`src/rtl/logit_argmax.sv`:
```
// Serial signed argmax over the classifier logit vector, CH_PER_CYC lanes per cycle,
// with a small result FIFO drained over a valid/ready handshake.
module logit_argmax #(
   parameter int CH_IN      = 64,
   parameter int NO_CH      = 24,
   parameter int BW         = 16,
   parameter int CH_PER_CYC = 4,
   parameter int FIFO_DEPTH = 4
) (
   input  logic                      clk,
   input  logic                      rst,
   input  logic                      vld_in,
   input  logic [CH_IN-1:0][BW-1:0]  data_in,
   output logic                      vld_out,
   input  logic                      rdy_out,
   output logic [7:0]                class_out,
   output logic [BW-1:0]             max_out,
   output logic                      busy,
   output logic [7:0]                drop_cnt
);

   localparam int NGRP = (NO_CH + CH_PER_CYC - 1) / CH_PER_CYC;
   localparam int NPAD = NGRP * CH_PER_CYC;
   localparam int GW   = (NGRP > 1) ? $clog2(NGRP) : 1;
   localparam int CW   = (NO_CH > 1) ? $clog2(NO_CH) : 1;
   localparam int LW   = $clog2(NPAD) + 1;
   localparam int AW   = $clog2(FIFO_DEPTH);
   localparam logic [BW-1:0] MOST_NEG = {1'b1, {(BW-1){1'b0}}};

   typedef enum logic {IDLE, SCAN} state_t;

   typedef struct packed {
      logic [CW-1:0] cls;
      logic [BW-1:0] val;
   } res_t;

   state_t                                 state_q, state_d;
   logic [NGRP-1:0][CH_PER_CYC-1:0][BW-1:0] frame_q, frame_d, frame_in;
   logic [BW-1:0]                          best_q, best_d;
   logic [CW-1:0]                          best_idx_q, best_idx_d;
   logic [GW-1:0]                          grp_q, grp_d;
   res_t [FIFO_DEPTH-1:0]                  mem_q, mem_d;
   logic [AW:0]                            wr_ptr_q, wr_ptr_d, rd_ptr_q, rd_ptr_d;
   res_t                                   hold_q, hold_d;
   logic [7:0]                             drop_q, drop_d;

   logic          last, accept, in_drop;
   logic          empty, full, pop, push_ok, fifo_drop;
   logic [BW-1:0] scan_best;
   logic [CW-1:0] scan_idx;
   logic [LW-1:0] lane_idx;
   logic [8:0]    drop_sum;
   res_t          head;

   // Pad lanes hold the most-negative value, so a strict > never lets them win.
   for (genvar g = 0; g < NGRP; g++) begin : g_grp
      for (genvar j = 0; j < CH_PER_CYC; j++) begin : g_lane
         if (g * CH_PER_CYC + j < NO_CH) begin : g_real
            assign frame_in[g][j] = data_in[g * CH_PER_CYC + j];
         end else begin : g_pad
            assign frame_in[g][j] = MOST_NEG;
         end
      end
   end

   assign last    = (state_q == SCAN) && (grp_q == GW'(NGRP - 1));
   assign accept  = vld_in && ((state_q == IDLE) || last);
   assign in_drop = vld_in && (state_q == SCAN) && !last;

   // Low-to-high chain with strict > keeps the lowest index on ties.
   always_comb begin
      scan_best = best_q;
      scan_idx  = best_idx_q;
      lane_idx  = '0;
      for (int j = 0; j < CH_PER_CYC; j++) begin
         lane_idx = LW'(grp_q) * LW'(CH_PER_CYC) + LW'(j);
         if ($signed(frame_q[grp_q][j]) > $signed(scan_best)) begin
            scan_best = frame_q[grp_q][j];
            scan_idx  = CW'(lane_idx);
         end
      end
   end

   always_ff @(posedge clk) begin
      if (rst) state_q <= IDLE;
      else     state_q <= state_d;
   end

   always_comb begin
      state_d = state_q;
      case (state_q)
         IDLE:    if (vld_in) state_d = SCAN;
         SCAN:    if (last && !vld_in) state_d = IDLE;
         default: state_d = IDLE;
      endcase
   end

   always_comb begin
      busy = (state_q == SCAN);
   end

   always_comb begin
      frame_d    = frame_q;
      best_d     = best_q;
      best_idx_d = best_idx_q;
      grp_d      = grp_q;
      if (accept) begin
         frame_d    = frame_in;
         best_d     = MOST_NEG;
         best_idx_d = '0;
         grp_d      = '0;
      end else if (state_q == SCAN) begin
         best_d     = scan_best;
         best_idx_d = scan_idx;
         grp_d      = last ? '0 : grp_q + 1'b1;
      end
   end

   // Result FIFO; a simultaneous pop frees the slot a full-FIFO push needs.
   assign empty     = (wr_ptr_q == rd_ptr_q);
   assign full      = (wr_ptr_q[AW] != rd_ptr_q[AW]) && (wr_ptr_q[AW-1:0] == rd_ptr_q[AW-1:0]);
   assign pop       = !empty && rdy_out;
   assign push_ok   = last && (!full || pop);
   assign fifo_drop = last && full && !pop;

   always_comb begin
      mem_d    = mem_q;
      wr_ptr_d = wr_ptr_q + (AW+1)'(push_ok);
      rd_ptr_d = rd_ptr_q + (AW+1)'(pop);
      hold_d   = pop ? mem_q[rd_ptr_q[AW-1:0]] : hold_q;
      if (push_ok) mem_d[wr_ptr_q[AW-1:0]] = '{cls: scan_idx, val: scan_best};
      drop_sum = {1'b0, drop_q} + {8'b0, in_drop} + {8'b0, fifo_drop};
      drop_d   = drop_sum[8] ? 8'hFF : drop_sum[7:0];
   end

   always_ff @(posedge clk) begin
      frame_q <= frame_d;
      mem_q   <= mem_d;
      if (rst) begin
         best_q     <= MOST_NEG;
         best_idx_q <= '0;
         grp_q      <= '0;
         wr_ptr_q   <= '0;
         rd_ptr_q   <= '0;
         hold_q     <= '0;
         drop_q     <= '0;
      end else begin
         best_q     <= best_d;
         best_idx_q <= best_idx_d;
         grp_q      <= grp_d;
         wr_ptr_q   <= wr_ptr_d;
         rd_ptr_q   <= rd_ptr_d;
         hold_q     <= hold_d;
         drop_q     <= drop_d;
      end
   end

   // Empty FIFO keeps presenting the last popped result.
   assign head      = empty ? hold_q : mem_q[rd_ptr_q[AW-1:0]];
   assign vld_out   = !empty;
   assign class_out = 8'(head.cls);
   assign max_out   = head.val;
   assign drop_cnt  = drop_q;

endmodule

```
`config.mk`:
```
export PLATFORM = sky130hd
export DESIGN_NAME = logit_argmax
export DESIGN_NICKNAME = d
export VERILOG_FILES = /design/src/rtl/logit_argmax.sv
export SDC_FILE = /design/constraint.sdc
export NUM_CORES = 1
export LEC_CHECK = 0
export ABC_AREA = 1
export BUFFER_PORTS_ARGS = -buffer_cell sky130_fd_sc_hd__buf_2
export CORE_AREA = 2 2 410 412
export DETAILED_ROUTE_END_ITERATION = 10
export DIE_AREA = 0 0 412 414
export PLACE_DENSITY = 0.35
export SLEW_MARGIN = 0
export SYNTH_ARGS = -nofsm -noshare
export SYNTH_HDL_FRONTEND = slang
export SYNTH_SLANG_ARGS = --single-unit
```
`constraint.sdc`:
```
create_clock -name clk -period 27 [get_ports clk]
set_input_delay 8.1 -clock clk [delete_from_list [all_inputs] [get_ports clk]]
set_output_delay 8.1 -clock clk [all_outputs]
set_load 0.005 [all_outputs]
```
==> impl_metrics.yaml, run 1 <==
yosys:
  ys_ff_latch: 528
  synth_area_leaders: "edfxtp_1, o21ai_0, dfxtp_1"
  avgSynthCellArea_sq_um: 11.14
  yosysTopAreaCellShare: 0.6104
  syn_inst: 2067
  yosysWarningCount: 0
  netlist.top_cell.by_area: "edfxtp_1"
  ys.flop_type: "edfxtp_1"
  ys_seq_area_frac: 0.6626
  synthDistinctLibCells: 49
  synth_area_sq_mm: 0.02302
  synth-edff-count: 468
  synthArstFlopShare: 0
global_routing:
  grt_pass1_wl_mm: 128.1
  antenna_found_initial: 82
  grt_usage: 0.1065
  grt_start_max_net_pins: 79
  gr-total-overflow: 0
  grt_pass1_vias: 17030
clock_tree:
  cts_setup_buffers: 0
  cts.sinks: 528
  hold_buffers: 0
  post_cts_resized: 0
  clk_latency_ps: 670
  clockRootBuffer: "clkbuf_16"
  numCtsBuffers: 70
  cts_max_path_buffers: 3
  cts_max_level: 3
  cts_tree: "built"
  clkTransAtPathRegs_ps: 50
die:
  die_area_sq_mm: 0.1706
  die_h_microns: 414
  fp-row-count: 150
  initial_utilization: 0.1385
  die_x_microns: 412
  io_pins: 1062
  coreArea_sq_mm: 0.1663
min_path:
  min_from: "best_q[15]"
  whs_path_depth: 2
  holdPathEnd: "best_q[15]"
  hp-class: "register to register"
final_layout:
  layout-drive-gt1-share: 0.2469
  finalNonFillerCells: 4746
  final_common_cell: "edfxtp_1"
  fin_nets: 3566
  register_area_sq_mm: 0.01526
  area_growth_pct: 30.61
  fillers: 18590
  multi_input_area_sq_mm: 0.006828
  final_cell_mix: "edfxtp_1, buf_2, nand2_1, o21ai_0, nor2_1"
placed_design:
  place_inst: 4602
  io_buffers: 418
  gp_congestion: 0.7429
  place_hpwl_mm: 66.60
setup_path:
  rr_endpoint: "mem_q[15]"
  slowest_stage: "nand4_1"
  reg2reg_depth: 46
  crit_fanout: 74
  endpoint_kind: "register"
  crit_top_cell: "nand2_1"
  crit_type: "register to register"
  critPathRequiredTime_ps: 27370
  cp-start-kind: "register"
  slowest_delay_ps: 750
  crit_start: "grp_q[0]"
  cp.arrival_ps: 12460
  regToRegSetupSlack_ps: 14910
  r2r-start: "grp_q[0]"
detailed_routing:
  drt_iter0_drc: 932
  ant_nets: 0
  wl_per_cell_microns: 19.46
  drt-vias-per-instance: 3.565
  drc: 0
  wirelength_mm: 92.34
  drt_pass1_iterations: 7
  vias: 16920
run:
  cap_violations: 0
sta:
  skew_ps: 33.43
  clock.fmax_mhz: 82.75
  relSlewSlack: 0.2620
  min_period_ps: 12090
  tns_ps: 0
  min_period_over_period: 0.4476
  rsz0062_at_grt: "no"
  tightest_slew_ps: 1106
  hold_viol_final: 0
  finalSetupViolCount: 0
  slew_violations: 0
outcome:
  status: "completed"
power_and_ir_drop:
  peakVddDrop_v: 0.00004575
  power_density_mw_per_mm2: 89.71
  cellLeakagePower_nw: 11.38
[worst max-delay path, delay by kind of cell, from the launching register on]
kind	cells	cell delay [ps]
compound gates	14	2890
flops	1	450
buf+inv	5	1970
fa+ha+maj	4	1200
simple gates	23	5150
[per-layer routing]
metal	vias up	share of wire	GRT usage
met4	86	0.021	0.03155
met3	193	0.080	0.04139
met1	8029	0.42	0.1267
met5	-	0.0059	0
li1	8199	-	-
met2	413	0.48	0.1763
[area by class of cell]
type,instances,area share
Tap cell,2204,0.09171
Clock inverter,41,0.01627
Sequential cell,528,0.5076
Clock buffer,88,0.06221
Timing Repair Buffer,447,0.07723
Antenna cell,15,0.001248
Multi-Input combinational cell,1292,0.2271
Inverter,131,0.01664
[cell families after synthesis]
logic type,synth area share
compound gates,0.1214
xor+xnor,0.003043
fa+ha+maj,0.03728
buf+inv,0.04239
flops,0.6626
other cells,0.0001629
simple gates,0.1332
[where the power goes]
part / leakage (nW) / internal [W] / switching (W) / total [W]
registers: 4.90 / 0.00100 / 0.0000102 / 0.00101
clock network: 1.13 / 0.000558 / 0.000397 / 0.000955
logic: 5.35 / 0.000206 / 0.000526 / 0.000731
total: 11.4 / 0.00176 / 0.000933 / 0.00270
[how the worst max path moves through the flow]
stage	slack, ps	depth (start not counted)	endpoint
final	14910	46	mem_q[15]
after global routing	13550	51	mem_q[15]
after CTS	14580	50	mem_q[15]
after detailed placement	14570	50	mem_q[15]
after global placement	14530	45	mem_q[15]
after floorplan	1830	2	frame_q[0]
[Yosys cell counts (2+ instances only)]
| master | count |
|---|---|
| a211oi_1 | 5 |
| a21o_1 | 2 |
| a21oi_1 | 101 |
| a2bb2oi_1 | 3 |
| a31oi_1 | 2 |
| a32o_1 | 21 |
| a32oi_1 | 12 |
| and2_1 | 3 |
| buf_1 | 17 |
| buf_2 | 3 |
| buf_4 | 4 |
| buf_6 | 3 |
| clkbuf_1 | 91 |
| dfxtp_1 | 60 |
| edfxtp_1 | 468 |
| ha_1 | 67 |
| inv_1 | 125 |
| inv_2 | 5 |
| nand2_1 | 314 |
| nand2_2 | 16 |
| nand3_1 | 48 |
| nand3_2 | 8 |
| nand3_4 | 2 |
| nand4_1 | 30 |
| nor2_1 | 248 |
| nor3_1 | 12 |
| nor4_1 | 2 |
| o21a_1 | 6 |
| o21ai_0 | 265 |
| o21ai_1 | 10 |
| o21bai_1 | 2 |
| o22ai_1 | 63 |
| or2_1 | 2 |
| or2_2 | 26 |
| xnor2_1 | 6 |
| xor2_1 | 2 |
[sequential cells by signal (all words and copies together), names as in the netlist, 5 cells and up]
name        flops
frame_q       384
mem_q          84
drop_cnt        8
hold_q         21
best_q         16
best_idx_q      5
[metrics by stage]
step | area, sq um | worst slack [ps] | hold WS (ps) | power [W] | utilization
floorplan | 23030 | 1835 | 440.7 | 0.001519 | -
global placement | 27670 | 14530 | 459.1 | 0.001772 | 0.1664
detailed placement | 27670 | 14570 | 463.0 | 0.001777 | 0.1664
CTS | 30030 | 14580 | 476.6 | 0.002763 | 0.1806
global route | 30050 | 13550 | 526.9 | 0.002873 | 0.1807
finish | 30070 | 14910 | 471.3 | 0.002698 | 0.1808
Power figures use the tool's default switching activity.
==> run 2: changes to the inputs <==
clock period = 12 ns   (was 27 ns; I/O delays follow)
==> run 2 against run 1 <==
Combinational power is 130% higher; setup slack worse by 14000 ps; global-route usage is 0.050 points lower; routed wire length is 0.53% lower; via count is 0.39% lower; first-iteration DRC count is 5.5% lower; critical path depth stayed put.
==> impl_metrics.yaml, run 2 (synthesized netlist as in run 1, its figures left out) <==
outcome:
  status: "completed"
placed_design:
  post-place-ws_ps: 1190
  place_hpwl_mm: 66.40
  place_inst: 4613
  io_buffers: 418
  gp_congestion: 0.7372
setup_path:
  critPathRequiredTime_ps: 12350
  endpoint_kind: "register"
  cp-start-kind: "register"
  crit_start: "grp_q[0]"
  cp.arrival_ps: 11070
  cp_num_buf_inv: 6
  crit_type: "register to register"
  crit_top_cell: "nand2_1"
  slowest_delay_ps: 740
  crit_fanout: 78
  slowest_stage: "o21ai_0"
  r2r-start: "grp_q[0]"
  cp_top_family: "simple AND/OR/NAND/NOR gates"
final_layout:
  layout-drive-gt1-share: 0.2490
  area_growth_pct: 30.87
  fin_nets: 3578
  finalNonFillerCells: 4749
  regMostFlops: "frame_q"
  final_cell_mix: "edfxtp_1, buf_2, nand2_1, o21ai_0, nor2_1"
  largest_reg_flops: 384
  reg_top3: "frame_q x384, mem_q x84, hold_q x21"
  final_common_cell: "edfxtp_1"
clock_tree:
  cts_max_path_buffers: 3
  numCtsBuffers: 71
  clockRootBuffer: "clkbuf_16"
  hold_buffers: 0
  cts_max_level: 3
  cts.sinks: 528
  cts_tree: "built"
  post_cts_resized: 0
  cts_setup_buffers: 0
  clkTransAtPathRegs_ps: 50
  clk_latency_ps: 680
detailed_routing:
  wl_per_cell_microns: 19.34
  ant_nets: 0
  drc: 0
  drt-vias-per-instance: 3.549
  wirelength_mm: 91.85
  drt_pass1_iterations: 5
  drt_iter0_drc: 881
  vias: 16850
global_routing:
  gr-total-overflow: 0
  grt_usage: 0.1060
  antenna_found_initial: 75
  grt_pass1_vias: 16750
  grt_start_max_net_pins: 147
  grt_pass1_wl_mm: 127.5
die:
  die_h_microns: 414
  fp-row-count: 150
  die_area_sq_mm: 0.1706
  initial_utilization: 0.1385
  coreArea_sq_mm: 0.1663
  die_x_microns: 412
  io_pins: 1062
run:
  cap_violations: 0
sta:
  min_period_over_period: 0.8928
  slew_violations: 0
  skew_ps: 40.41
  tns_ps: 0
  worst_slack_ps: 1286
  finalSetupViolCount: 0
  relSlewSlack: 0.2745
  rsz0062_at_grt: "no"
  min_period_ps: 10710
  tightest_slew_ps: 1087
  hold_viol_final: 0
  clock.fmax_mhz: 93.34
  hold_slack_ps: 474.8
power_and_ir_drop:
  p_total_w: 0.006109
  peakVddDrop_v: 0.0001020
  power_density_mw_per_mm2: 202.7
  cellLeakagePower_nw: 11.43
min_path:
  min_from: "best_q[15]"
  hp-class: "register to register"
run 2: final cells by class:
cell class	count	area, sq um
tap	2204	2758
clock inverter	40	457.9
clock buffer	89	1886
multi-input combinational	1292	6828
fill	18570	136200
timing repair buffer	458	2417
antenna	7	17.52
sequential	528	15260
inverter	131	503.0
run 2: final timing paths:
kind                      to  slack [ps]  cells past startpoint
hold reg to reg   best_q[15]         470                      2
hold / removal    best_q[15]         470                      2
setup reg to reg   mem_q[61]        1290                     46
setup / recovery   mem_q[61]        1290                     46
run 2: routing by layer:
metal  share of wire  vias up  GRT usage
met3           0.064      207    0.03289
li1                -     8207          -
met4           0.024       78    0.03198
met1            0.43     7957     0.1291
met5          0.0055        -          0
met2            0.48      405     0.1779
run 2: worst reg2reg max path, delay by kind of cell (launching register included):
family                     cells  cell delay (ps)
and+or+nand+nor               22             3810
buffers and inverters          6             1300
adders and majority gates      4             1140
AOI/OAI and AO/OA             14             3540
DFF                            1              590
run 2: through the flow:
stage | instance area, sq um | util
finish | 30130 | 0.1812
global placement | 27770 | 0.1670
detailed placement | 27770 | 0.1670
CTS | 30110 | 0.1811
global route | 30120 | 0.1811
floorplan | 23040 | -
run 2: power by group:
group | internal [W] | switching (W)
Clock | 0.00126 | 0.000902
Sequential | 0.00225 | 0.0000249
Combinational | 0.000493 | 0.00117
Total | 0.00401 | 0.00210
